$ cat src/rtl/xgmii_numa_tx.sv
// xgmii_numa_tx: turns remote-memory write requests into minimum-size
// Ethernet/IPv4/UDP frames on a 64-bit XGMII transmit lane.
// The whole 60-byte frame body is built when a request is accepted.
// The CRC is then accumulated one word per DATA cycle, so the FCS is
// ready when word 7 goes out.
//
//   state | meaning
//   IDLE  | idle word out, req_ready high, waiting for a request
//   PRE   | start + preamble + SFD word out
//   DATA  | frame words 0..7 out (wcnt = word on the lane)
//   TERM  | /T/ word out
//   IFG   | one idle word, then back to IDLE
module xgmii_numa_tx #(
  parameter logic [15:0] UDP_SRC_PORT = 16'h3776,
  parameter logic [15:0] UDP_DST_PORT = 16'h3776,
  parameter logic [15:0] OPCODE       = 16'h0001
) (
  input  logic        xgmii_clk,
  input  logic        rst,
  input  logic [31:0] if_v4addr,
  input  logic [47:0] if_macaddr,
  input  logic [31:0] dest_v4addr,
  input  logic [47:0] dest_macaddr,
  input  logic        req_valid,
  output logic        req_ready,
  input  logic [31:0] req_addr,
  input  logic [31:0] req_data,
  input  logic [3:0]  req_be,
  output logic [63:0] xgmii_txd,
  output logic [7:0]  xgmii_txc,
  output logic [31:0] frame_count
);

  localparam logic [63:0] IDLE_WORD = 64'h07070707_07070707;
  localparam logic [63:0] PRE_WORD  = 64'hd5555555_555555fb;
  localparam logic [63:0] TERM_WORD = 64'h07070707_070707fd;

  typedef enum logic [2:0] {S_IDLE, S_PRE, S_DATA, S_TERM, S_IFG} state_t;

  state_t      state;
  logic [2:0]  wcnt;
  logic [511:0] frame_q;  // byte b at bits [8*b +: 8]; top 32 bits always zero
  logic [31:0] crc_q;
  logic [15:0] ip_id;

  logic [2:0]  nxt_idx;
  logic [63:0] word_raw;
  logic [63:0] data_word;
  logic [31:0] crc_nxt;
  logic [31:0] fcs;

  function automatic logic [31:0] crc_byte(input logic [31:0] c, input logic [7:0] d);
    logic [31:0] r;
    r = c ^ {24'h0, d};
    for (int i = 0; i < 8; i++)
      r = r[0] ? ((r >> 1) ^ 32'hEDB88320) : (r >> 1);
    return r;
  endfunction

  function automatic logic [31:0] crc_word(input logic [31:0] c, input logic [63:0] d,
                                           input int nbytes);
    logic [31:0] r;
    r = c;
    for (int i = 0; i < 8; i++)
      if (i < nbytes) r = crc_byte(r, d[8*i +: 8]);
    return r;
  endfunction

  function automatic logic [15:0] ip_csum(input logic [15:0] id, input logic [31:0] sip,
                                          input logic [31:0] dip);
    logic [19:0] s;
    s = 20'h04500 + 20'h0002e + {4'h0, id} + 20'h04000 + 20'h04011
      + {4'h0, sip[31:16]} + {4'h0, sip[15:0]} + {4'h0, dip[31:16]} + {4'h0, dip[15:0]};
    s = {4'h0, s[15:0]} + {16'h0, s[19:16]};
    s = {4'h0, s[15:0]} + {16'h0, s[19:16]};
    return ~s[15:0];
  endfunction

  // Header fields are laid out first-byte-at-MSB, then byte-reversed so
  // that frame byte b lands in lane b%8 of word b/8.
  function automatic logic [511:0] build_frame(
    input logic [47:0] dmac, input logic [47:0] smac,
    input logic [31:0] sip,  input logic [31:0] dip, input logic [15:0] id,
    input logic [31:0] addr, input logic [31:0] data, input logic [3:0] be);
    logic [479:0] msb;
    logic [511:0] f;
    msb = {dmac, smac, 16'h0800,
           16'h4500, 16'h002e, id, 16'h4000, 8'h40, 8'h11, ip_csum(id, sip, dip), sip, dip,
           UDP_SRC_PORT, UDP_DST_PORT, 16'h001a, 16'h0000,
           OPCODE, addr, data, 4'h0, be, 56'h0};
    f = '0;
    for (int i = 0; i < 60; i++)
      f[8*i +: 8] = msb[479-8*i -: 8];
    return f;
  endfunction

  // Next DATA word to present, with the FCS spliced into the upper half of word 7
  always_comb begin
    nxt_idx   = (state == S_PRE) ? 3'd0 : wcnt + 3'd1;
    word_raw  = frame_q[{nxt_idx, 6'b0} +: 64];
    fcs       = ~crc_word(crc_q, {32'h0, frame_q[479:448]}, 4);
    data_word = (nxt_idx == 3'd7) ? {fcs, frame_q[479:448]} : word_raw;
    crc_nxt   = crc_word((state == S_PRE) ? 32'hFFFFFFFF : crc_q, word_raw, 8);
  end

  // Frame sequencer with registered XGMII outputs, ready and counters
  always_ff @(posedge xgmii_clk) begin
    if (rst) begin
      state       <= S_IDLE;
      wcnt        <= 3'd0;
      ip_id       <= 16'h0;
      frame_count <= 32'h0;
      xgmii_txd   <= IDLE_WORD;
      xgmii_txc   <= 8'hff;
      req_ready   <= 1'b0;
    end else begin
      case (state)
        S_IDLE: begin
          if (req_valid && req_ready) begin
            frame_q   <= build_frame(dest_macaddr, if_macaddr, if_v4addr, dest_v4addr,
                                     ip_id, req_addr, req_data, req_be);
            state     <= S_PRE;
            xgmii_txd <= PRE_WORD;
            xgmii_txc <= 8'h01;
            req_ready <= 1'b0;
          end else begin
            xgmii_txd <= IDLE_WORD;
            xgmii_txc <= 8'hff;
            req_ready <= 1'b1;
          end
        end
        S_PRE: begin
          state     <= S_DATA;
          wcnt      <= 3'd0;
          xgmii_txd <= data_word;
          xgmii_txc <= 8'h00;
          crc_q     <= crc_nxt;
        end
        S_DATA: begin
          if (wcnt == 3'd7) begin
            state     <= S_TERM;
            xgmii_txd <= TERM_WORD;
            xgmii_txc <= 8'hff;
          end else begin
            wcnt      <= wcnt + 3'd1;
            xgmii_txd <= data_word;
            crc_q     <= crc_nxt;
          end
        end
        S_TERM: begin
          state       <= S_IFG;
          xgmii_txd   <= IDLE_WORD;
          xgmii_txc   <= 8'hff;
          ip_id       <= ip_id + 16'h1;
          frame_count <= frame_count + 32'h1;
        end
        S_IFG: begin
          state     <= S_IDLE;
          xgmii_txd <= IDLE_WORD;
          xgmii_txc <= 8'hff;
          req_ready <= 1'b1;
        end
        default: state <= S_IDLE;
      endcase
    end
  end

endmodule

$ cat config.mk
export PLATFORM = sky130hd
export DESIGN_NAME = xgmii_numa_tx
export DESIGN_NICKNAME = d
export VERILOG_FILES = /design/src/rtl/xgmii_numa_tx.sv
export SDC_FILE = /design/constraint.sdc
export NUM_CORES = 1
export LEC_CHECK = 0
export ABC_AREA = 1
export CAP_MARGIN = 20
export CELL_PAD_IN_SITES_DETAIL_PLACEMENT = 1
export CELL_PAD_IN_SITES_GLOBAL_PLACEMENT = 1
export CORE_UTILIZATION = 44
export CTS_BUF_LIST = sky130_fd_sc_hd__clkbuf_4 sky130_fd_sc_hd__clkbuf_8
export DETAILED_ROUTE_END_ITERATION = 6
export HOLD_SLACK_MARGIN = 0.06
export PLACE_DENSITY_LB_ADDON = 0.1
export RECOVER_POWER = 25
export SLEW_MARGIN = 20
export SYNTH_ARGS = -nofsm -noshare
export SYNTH_HDL_FRONTEND = slang
export SYNTH_SLANG_ARGS = --single-unit
$ cat constraint.sdc
create_clock -name xgmii_clk -period 18.6 [get_ports xgmii_clk]
set_input_delay 1.86 -clock xgmii_clk [delete_from_list [all_inputs] [get_ports xgmii_clk]]
set_output_delay 1.86 -clock xgmii_clk [all_outputs]
set_load 0.02 [all_outputs]
# == Word level (Yosys, flattened, before mapping) ==
# Cells that the tools add are included.
# totals
regBits,419
out_inout_bits,105
# classes
n_addsub,12
eq_ne,9
n_shift,1
muxes,114
bitwise,107
n_reduce_logical,11
# op_table
operator,count
32-bit 2-to-1 mux,98
13-bit inverter with 14-bit output,96
512-bit by 10-bit variable part select with 64-bit output,1
64-bit one-hot mux with 4 select lines,1
32-bit by 8-bit bitwise XOR with 32-bit output,8
64-bit 2-to-1 mux,3
20-bit by 16-bit adder with 20-bit output,4
32-bit one-hot mux with 2 select lines,1
20-bit by 15-bit adder with 20-bit output (second input constant),2
32-bit by 1-bit adder with 32-bit output (second input constant),1
32-bit inverter,1
8-bit one-hot mux with 4 select lines,1
15-bit by 16-bit adder with 17-bit output (first input constant),1
16-bit by 4-bit adder with 17-bit output,1
16-bit by 1-bit adder with 16-bit output (second input constant),1
16-bit by 4-bit adder with 16-bit output,1
8-bit 2-to-1 mux,2
16-bit inverter,1
3-bit 2-to-1 mux,4
3-bit one-hot mux with 4 select lines,1
3-bit == test (second input constant),3
3-bit by 2-bit == test with 1-bit output (second input constant),2
2-bit inequality test (second input constant),3
3-bit one-hot mux with 2 select lines,1
other kinds (12),16

# == Depth between registers and ports, before layout ==
# logic_depth
ltp_word,141
depth_mapped,59
mapped_depth_nobuf,58

# == Worst setup path before layout ==
# No wires, ideal clock.
# synth_path
path_kind,input to register
from,input rst
to,"register frame_q[0], enable pin"
setup_time_ns,0.885
arrival_ns,13.052
required_ns,17.715
path_slack_ns,4.664
stages,3
path_cell_list,clkbuf_1 > clkbuf_1 > nor2_1
# synth_via
elab_chain_len,2
# synth_rtl
item,line,rtl
start: declaration,19,"input logic rst,"
1-bit inverter (no line),-,
3-bit AND reduction (no line),-,
end signal: assignment,120,"frame_q <= build_frame(dest_macaddr, if_macaddr, if_v4addr, dest_v4addr,"
end: declaration,42,logic [511:0] frame_q;
# Every way passes these cells.
# A chain may end at the register's enable or synchronous reset.

# == Worst setup path in the final report ==
# layout_path
from,input dest_v4addr[20]
to,register frame_q[199] (data pin)
# layout_via
elab_chain_len,5
# layout_rtl
item,line,rtl
start: declaration,22,"input logic [31:0] dest_v4addr,"
20-bit by 16-bit adder with 20-bit output (2 in a row),73,"+ {4'h0, sip[31:16]} + {4'h0, sip[15:0]} + {4'h0, dip[31:16]} + {4'h0, dip[15:0]};"
16-bit by 4-bit adder with 17-bit output,74,"s = {4'h0, s[15:0]} + {16'h0, s[19:16]};"
16-bit by 4-bit adder with 16-bit output,75,"s = {4'h0, s[15:0]} + {16'h0, s[19:16]};"
16-bit inverter,76,return ~s[15:0];
# Every way passes these cells.

==> metrics.txt <==
CTS Buf Count=73; min cycle time layout=11.08 ns; RSZ-0062 raised after global routing=no; IO Pins=about 340; Top delay family on crit path=simple AND/OR/NAND/NOR gates; Initial Util=0.444; global-route wire length before repair=about 200 mm; Yosys warnings=0; Post-Synthesis Cells=4381; average wire per standard cell=24.0 µm; Skew-Pair Late Insertion Delay=0.70 ns; initial DRC count=2300; max_cap viols=0; Cell variety after synth=just over 70; setup_tns=0 ns; initial antenna violation count=19; Root Buffer=clkbuf_8; final antenna-violating net count=0; Setup crit end=frame_q[199]; Area growth syn-to-layout=17.6%; I/O Buffers=335; Synth Register Bits=413; RR Startpoint=ip_id[1]; Mapped Area=0.0330 mm²; global route overflow=0; Mapped Nets=4706; Synth Area per Inst=7.53 µm²; CP Launch Point=dest_v4addr[20]; layout cells sized above 1=0.111; worst-case clock skew=0.0526 ns; postcts setup bufs=0; Tot GR Track Use=0.358; final period utilization=0.596; Fin. Hold Viols=0; WL final=139 mm; hold_buf cts=0; Most used DFF post-synth=edfxtp_1; DIE AREA=0.0761 mm²; CP Class=input port to flip-flop; core footprint=0.0743 mm²; DRC=0; slowest stage delay, CP=0.59 ns; Critical Path Fanout Max=4; GP Congestion=between 0.9 and 1; post_cts resized=0; Final setup violation count=0; register area share after synthesis=0.339; crit start category=input port; vias in the first global route=32100; CTS HTree Levels=3; largest net degree at the start of global routing=184; Rows=100; reg2reg end=frame_q[199]; slowest stage cell, crit path=dlygate4sd3_1; most frequent CP cell=a21oi_1; number of iterations in the first detailed-routing pass=5; upper clock frequency limit=between 0.09 and 0.1 GHz; Reg2Reg Depth=53; routed vias=32000; Slew HR=0.118; Critical Path AT=between 10 and 15 ns; Die W=around 280 µm; TritonCTS sink count=slightly above 400; Critical Path End Type=flip-flop; outcome=finished clean; fin. max-slew vios=0; Total Nets Final=roughly 5000; hpwl dp=112 mm; Vias/cell=5.54; R2R setup slack=~8.3 ns; number of synthesized flops with an enable pin=292; measured slew at the worst slew-check pin=1.32 ns; CTS tree=built; Crit path depth=50; die span in y=~280 µm; asr flop ratio synth=0; data required time at the worst endpoint=19.04 ns; CP Buf/Inv Count=7; clk buf depth=3; Clock transition at path regs=0.06 ns; hold crit path type=flip-flop to flip-flop
## final cells by class
type,count,area [µm²]
fillers,9362,35500
multi-input cells,3342,19300
flip-flops and latches,413,11200
repair buffers,362,3560
inverters,532,2020
clock buffers,103,1280
well taps,969,1210
clock inverters,32,205
diodes,19,47.5
## cell usage in the layout, fill, tap and decap left out, drive strengths merged, types with 24 or more instances in the layout
cell type and instances:
nand2 1631, inv 530, nand3 442, xor2 359, edfxtp 292, dlygate4sd3 186, nor2 158, clkdlybuf4s50 148
a21oi 133, o21ai 130, xnor2 123, dfxtp 121, clkbuf 103, fa 49, nand4 46, ha 45
clkinv 30, nor3 28, buf 28, or2 28, a22o 24
## metrics by stage
step	area (µm²)	hold WS, ns	worst slack (ns)	util	instances
after CTS	38800	0.469	7.69	0.522	5753
after global placement	37300	0.448	7.21	0.502	5618
final	38800	0.466	7.52	0.522	5772
after detailed placement	37300	0.457	7.00	0.502	5618
after global routing	38800	0.481	6.82	0.522	5766
after floorplan	33000	0.443	4.66	-	4381
## cells by family after synthesis
group,synth area share
buffers and inverters,0.0771
adders and majority gates,0.0468
DFF,0.339
AOI/OAI and AO/OA,0.0718
and+or+nand+nor,0.334
xor gates and xnor gates,0.131
## worst min path at each step
stage	to	slack [ns]	cells after the start	from
floorplan	ip_id[15]	0.44	1	ip_id[15]
finish	xgmii_txd[32]	0.47	1	xgmii_txd[32]
global route	xgmii_txd[32]	0.48	1	xgmii_txd[32]
global placement	xgmii_txd[42]	0.45	1	xgmii_txd[42]
CTS	xgmii_txd[19]	0.47	2	xgmii_txd[19]
detailed placement	xgmii_txd[32]	0.46	1	xgmii_txd[32]
## per-layer routing
metal	track usage	vias up	share of wire
met5	0	-	0.00025
met4	0.180	6	0.052
met3	0.0545	293	0.063
met2	0.605	1058	0.48
met1	0.443	15800	0.41
li1	-	14800	-
## worst reg2reg max path, delay by kind of cell, from the launching register on
kind | cells | cell delay, ns
flip-flops | 1 | 0.41
buffers and inverters | 8 | 0.70
AND/OR/NAND/NOR | 26 | 4.63
AO/OA/AOI/OAI | 10 | 1.40
XOR/XNOR | 3 | 0.57
adder cells (fa/ha/maj) | 6 | 2.32
## Yosys cell counts, types with 21 or more instances
master	instances	share of area
inv_2	48	0.0055
ha_1	45	0.017
nand2_2	166	0.031
a22oi_1	21	0.0048
nand3_2	31	0.0094
nor3_1	28	0.0042
edfxtp_1	292	0.27
a22o_1	24	0.0064
dfxtp_1	121	0.073
nand4_1	44	0.0083
nor2_1	147	0.017
nand2_1	1404	0.16
fa_1	49	0.030
nand3_1	405	0.061
nand2_4	58	0.020
clkbuf_1	49	0.0056
a21oi_1	133	0.020
xor2_1	350	0.093
o21ai_0	120	0.018
inv_1	468	0.053
or2_2	24	0.0045
o211ai_1	21	0.0048
xnor2_1	122	0.032
## state kept, by name, indices dropped and copies added, names as in the netlist, 2 cells and up
name	count
frame_q	260
xgmii_txd	64
crc_q	32
frame_count	32
ip_id	16
state	3
wcnt	3
xgmii_txc	2
Power is not shown: default switching activity piles up to over one toggle a cycle in this logic, so the estimate is an artifact.
